--- src/rtl/transmissor_serial_paridade.sv ---
// Serial transmitter for a 4-bit word plus a precomputed even-parity bit.
// Frame: start(0), data LSB first, parity as received, stop(1); each bit is held DIV_BAUD clocks.
module transmissor_serial_paridade #(
    parameter int DIV_BAUD = 4
) (
    input  logic       clk,
    input  logic       reset,
    input  logic [3:0] dado_in,
    input  logic       paridade_in,
    input  logic       valido,
    output logic       pronto,
    output logic       tx,
    output logic       ocupado,
    output logic       erro_paridade
);

    localparam int CW = $clog2(DIV_BAUD + 1);
    localparam logic [CW-1:0] BAUD_MAX = CW'(DIV_BAUD - 1);

    typedef enum logic [2:0] {
        OCIOSO,
        INICIO,
        DADOS,
        PARIDADE,
        PARADA
    } estado_t;

    estado_t       estado_q;
    logic [CW-1:0] baud_q;
    logic [1:0]    bit_q;
    logic [3:0]    dado_q;
    logic          par_q;
    logic          tx_q;
    logic          pronto_q;
    logic          ocupado_q;
    logic          erro_q;

    logic          fim_bit;
    logic [1:0]    bit_prox;

    assign fim_bit  = (baud_q == BAUD_MAX);
    assign bit_prox = bit_q + 2'd1;

    always_ff @(posedge clk) begin
        if (reset) begin
            estado_q  <= OCIOSO;
            baud_q    <= '0;
            bit_q     <= '0;
            dado_q    <= '0;
            par_q     <= 1'b0;
            tx_q      <= 1'b1;
            pronto_q  <= 1'b1;
            ocupado_q <= 1'b0;
            erro_q    <= 1'b0;
        end else begin
            // The baud counter only runs while a frame is on the line and wraps at every bit boundary.
            if (estado_q != OCIOSO) begin
                baud_q <= fim_bit ? '0 : baud_q + CW'(1);
            end
            case (estado_q)
                OCIOSO: begin
                    if (valido && pronto_q) begin
                        estado_q  <= INICIO;
                        dado_q    <= dado_in;
                        par_q     <= paridade_in;
                        erro_q    <= paridade_in ^ (^dado_in);
                        bit_q     <= '0;
                        tx_q      <= 1'b0;
                        pronto_q  <= 1'b0;
                        ocupado_q <= 1'b1;
                    end
                end
                INICIO: begin
                    if (fim_bit) begin
                        estado_q <= DADOS;
                        bit_q    <= '0;
                        tx_q     <= dado_q[0];
                    end
                end
                DADOS: begin
                    if (fim_bit) begin
                        if (bit_q == 2'd3) begin
                            estado_q <= PARIDADE;
                            tx_q     <= par_q;
                        end else begin
                            bit_q <= bit_prox;
                            tx_q  <= dado_q[bit_prox];
                        end
                    end
                end
                PARIDADE: begin
                    if (fim_bit) begin
                        estado_q <= PARADA;
                        tx_q     <= 1'b1;
                    end
                end
                PARADA: begin
                    if (fim_bit) begin
                        estado_q  <= OCIOSO;
                        tx_q      <= 1'b1;
                        pronto_q  <= 1'b1;
                        ocupado_q <= 1'b0;
                    end
                end
                default: begin
                    estado_q  <= OCIOSO;
                    tx_q      <= 1'b1;
                    pronto_q  <= 1'b1;
                    ocupado_q <= 1'b0;
                end
            endcase
        end
    end

    assign pronto        = pronto_q;
    assign tx            = tx_q;
    assign ocupado       = ocupado_q;
    assign erro_paridade = erro_q;

endmodule

--- config.mk ---
export PLATFORM = sky130hd
export DESIGN_NAME = transmissor_serial_paridade
export DESIGN_NICKNAME = d
export VERILOG_FILES = /design/src/rtl/transmissor_serial_paridade.sv
export SDC_FILE = /design/constraint.sdc
export NUM_CORES = 1
export LEC_CHECK = 0
export BUFFER_PORTS_ARGS = -buffer_cell sky130_fd_sc_hd__buf_2
export CAP_MARGIN = 20
export CORE_AREA = 2 2 44 46
export DETAILED_ROUTE_END_ITERATION = 10
export DIE_AREA = 0 0 46 48
export PLACE_DENSITY = 0.84
export SLEW_MARGIN = 20
export SYNTH_ARGS = -nofsm -noshare
export SYNTH_HDL_FRONTEND = slang
export SYNTH_SLANG_ARGS = --single-unit
export TNS_END_PERCENT = 10
--- constraint.sdc ---
create_clock -name clk -period 2.3 [get_ports clk]
set_input_delay 0.23 -clock clk [delete_from_list [all_inputs] [get_ports clk]]
set_output_delay 0.23 -clock clk [all_outputs]
set_load 0.02 [all_outputs]
==> results.py <==
metrics = {
    "status": {
        "outcome": "completed",
    },
    "finish": {
        "fillers": 150,
        "num_antenna_cells": 0,
        "area_delta_synth_final_pct": 6.78,
        "ff_latch_area_um2": 340,
        "post_route_cells_drive_above_1_share": 0.175,
        "finish.net_count": 114,
        "final_core_util": 0.560,
        "multiInputGateArea_um2": 499,
    },
    "timing": {
        "slew_headroom": 0.689,
        "setup_viol": 0,
        "max_slew.worst_pin.slew_ns": 0.462,
        "finalWorstSetupSlack_ns": 0.342,
        "final_max_slew_viol_count": 0,
        "fin_setup_tns_ns": 0,
        "period_share": 0.851,
        "rsz0062_at_grt": "false",
        "timing.fmax_mhz": 511,
        "final_number_of_hold_violating_endpoints": 0,
        "finalWorstPathRequiredPeriod_ns": 1.96,
        "skew_ns": 0.00496,
    },
    "logic_synthesis": {
        "syn_nets": 105,
        "ys.warnings.count": 0,
        "netlist_instances": 95,
        "synth_seq_cells": 17,
        "mappedNetlistArea_um2": 886,
        "synth.most_common_cell": "sky130_fd_sc_hd__dfxtp_1",
        "syn-mean-instance-area_um2": 9.32,
        "synth_ff_type": "sky130_fd_sc_hd__dfxtp_1",
        "yosysTopAreaCell": "sky130_fd_sc_hd__dfxtp_1",
        "synth_top_area_frac": 0.384,
        "synth_enable_flop_cells": 0,
        "synth_area_leaders": "sky130_fd_sc_hd__dfxtp_1 (38%), sky130_fd_sc_hd__mux2i_1 (6.8%), sky130_fd_sc_hd__a21oi_1 (5.1%), sky130_fd_sc_hd__nor2_1 (5.1%), sky130_fd_sc_hd__ha_1 (2.8%)",
        "yosysSeqAreaShare": 0.384,
        "synth.distinct_cells": 36,
        "synth_top_cells_by_count": "sky130_fd_sc_hd__dfxtp_1 (17), sky130_fd_sc_hd__nor2_1 (12), sky130_fd_sc_hd__a21oi_1 (9)",
        "ys_async_sr_fraction": 0,
    },
    "place": {
        "gp_congestion": 0.822,
        "dp_slack_ns": 0.370,
        "detailed_place_hpwl_mm": 1.25,
        "io_port_bufs": 11,
    },
    "global_route": {
        "final_global_route_overflow_total": 0,
        "grt_usage": 0.166,
        "grt_first_pass_wirelength_mm": 2.62,
        "grt_max_degree": 19,
        "antenna_found_initial": 0,
        "number_of_global_route_vias_before_repair": 616,
    },
    "clocking": {
        "post_cts_sizing_count": 0,
        "ctsHoldBuffers": 0,
        "clock_latency_of_the_later_clocked_register_in_the_worst_skew_pair_ns": 0.29,
        "clk_path_buf_depth": 2,
        "cts_tree": "done",
        "postCtsSetupBuffers": 0,
        "htreeDepth": 1,
        "clkSinkCount": 17,
        "clk_pin_slew_worst_paths_ns": 0.10,
        "cts_inserted_buffers": 3,
        "clk_root_buffer_cell": "sky130_fd_sc_hd__clkbuf_4",
    },
    "power_and_ir_drop": {
        "ir_worst_vdd_v": 0.000414,
        "p_leak_nw": 0.387,
        "design_power_total_w": 0.000605,
        "power_per_cell_area_nw_per_um2": 639,
    },
    "floorplanning": {
        "fp.dieH_um": 48,
        "floorplan.initialDensity": 0.524,
        "io-pin-count": 12,
        "core_footprint_um2": 1690,
        "std_cell_rows": 15,
        "design.die.area_um2": 2210,
        "die_w_um": 46,
    },
    "worst_setup_path": {
        "worst_r2r_endpoint": "bit_q[1]$_SDFFE_PP0P_",
        "path_class": "flop to flop",
        "r2r_start": "baud_q[0]$_SDFFE_PP0N_",
        "crit_path_max_fanout": 8,
        "setup.worst_path.end_class": "flop",
        "r2r_slack_ns": 0.34,
        "worst_path_arrival_time_ns": 2.18,
        "critPathLaunchType": "flop",
        "worst_r2r_path_depth": 5,
        "worstPathRequired_ns": 2.52,
    },
    "routing": {
        "route.antenna.remaining_nets": 0,
        "routed_wire_length_per_instance_um": 13.7,
        "first_pass_detailed_route_iteration_total": 4,
        "drt-total-wl_mm": 1.65,
        "first_iter_violations": 10,
        "vias": 713,
        "vias_per_cell": 5.94,
        "drc": 0,
    },
    "min_path": {
        "min-delay-path-class": "primary input to flop",
        "hold-path-endpoint": "par_q$_SDFFE_PP0P_",
        "holdCritStartpoint": "paridade_in",
        "hold-path-cell-count": 3,
    },
    "job": {
        "drv.max_cap_violation_count": 0,
    },
}
cells in the final DEF (no fill, tap or decap), types with 3 or more instances in the layout:
cell type,n
sky130_fd_sc_hd__o21ai_0,5
sky130_fd_sc_hd__a21oi_1,9
sky130_fd_sc_hd__nand2_1,5
sky130_fd_sc_hd__mux2i_1,6
sky130_fd_sc_hd__nor2_1,12
sky130_fd_sc_hd__dfxtp_1,17
sky130_fd_sc_hd__buf_2,11
sky130_fd_sc_hd__clkbuf_4,3
sky130_fd_sc_hd__nand3_1,4
metrics by stage:
step | cell area (um^2) | hold WS (ns) | std cells
2_1_floorplan | 886 | 0.377 | 95
3_3_place_gp | 920 | 0.444 | 116
3_5_place_dp | 920 | 0.453 | 116
4_1_cts | 946 | 0.196 | 120
5_1_grt | 946 | 0.196 | 120
6_report | 946 | 0.201 | 120
worst max-delay path, stage by stage (launching register included):
cell                       delay (ns)
sky130_fd_sc_hd__dfxtp_1         0.37
sky130_fd_sc_hd__ha_1            0.21
sky130_fd_sc_hd__nand2b_1        0.19
sky130_fd_sc_hd__o311a_4         0.41
sky130_fd_sc_hd__or4b_1          0.53
sky130_fd_sc_hd__a21oi_1         0.18
metal layers:
layer | vias up | GRT usage | part of all wire
li1 | 355 | - | -
met1 | 338 | 0.187 | 0.43
met2 | 18 | 0.281 | 0.52
met3 | 2 | 0.0642 | 0.038
met4 | 0 | 0.0686 | 0.0091
met5 | - | 0 | 0
where the power goes:
| group | internal [W] | switching, W | total (W) | leakage (nW) |
|---|---|---|---|---|
| Clock | 0.0000674 | 0.0000932 | 0.000161 | 0.0150 |
| Sequential | 0.000314 | 0.0000167 | 0.000331 | 0.139 |
| Combinational | 0.0000529 | 0.0000602 | 0.000113 | 0.233 |
| Total | 0.000435 | 0.000170 | 0.000605 | 0.387 |
logic make-up after synthesis:
kind of cell / Yosys count / synth area share
AO/OA/AOI/OAI: 21 / 0.153
AND/OR/NAND/NOR: 37 / 0.244
flip-flops: 17 / 0.384
adder cells (fa/ha/maj): 2 / 0.0282
buffers and inverters: 8 / 0.0523
XOR/XNOR: 3 / 0.0452
multiplexers: 7 / 0.0932
worst max path at each step:
stage / from / endpoint / cells past startpoint
6_report: baud_q[0]$_SDFFE_PP0N_ / bit_q[1]$_SDFFE_PP0P_ / 5
4_1_cts: baud_q[0]$_SDFFE_PP0N_ / bit_q[1]$_SDFFE_PP0P_ / 5
2_1_floorplan: baud_q[0]$_SDFFE_PP0N_ / bit_q[1]$_SDFFE_PP0P_ / 6
3_3_place_gp: baud_q[0]$_SDFFE_PP0N_ / bit_q[1]$_SDFFE_PP0P_ / 5
5_1_grt: baud_q[0]$_SDFFE_PP0N_ / bit_q[1]$_SDFFE_PP0P_ / 5
3_5_place_dp: baud_q[0]$_SDFFE_PP0N_ / bit_q[1]$_SDFFE_PP0P_ / 5
state kept, by name, summed over array words and instances (netlist names):
| name | count |
|---|---|
| dado_q | 4 |
| par_q | 1 |
| baud_q | 3 |
| pronto | 1 |
| bit_q | 2 |
| tx | 1 |
| estado_q | 3 |
| ocupado | 1 |
| erro_paridade | 1 |
cell type report:
type                    instances  share of cell area
clock buffers                   4              0.0278
inverters                       1             0.00397
multi-input cells              70               0.528
flip-flops and latches         17               0.360
well taps                      17              0.0225
repair buffers                 11              0.0582
Note: power is estimated with default switching activity, not from simulation.
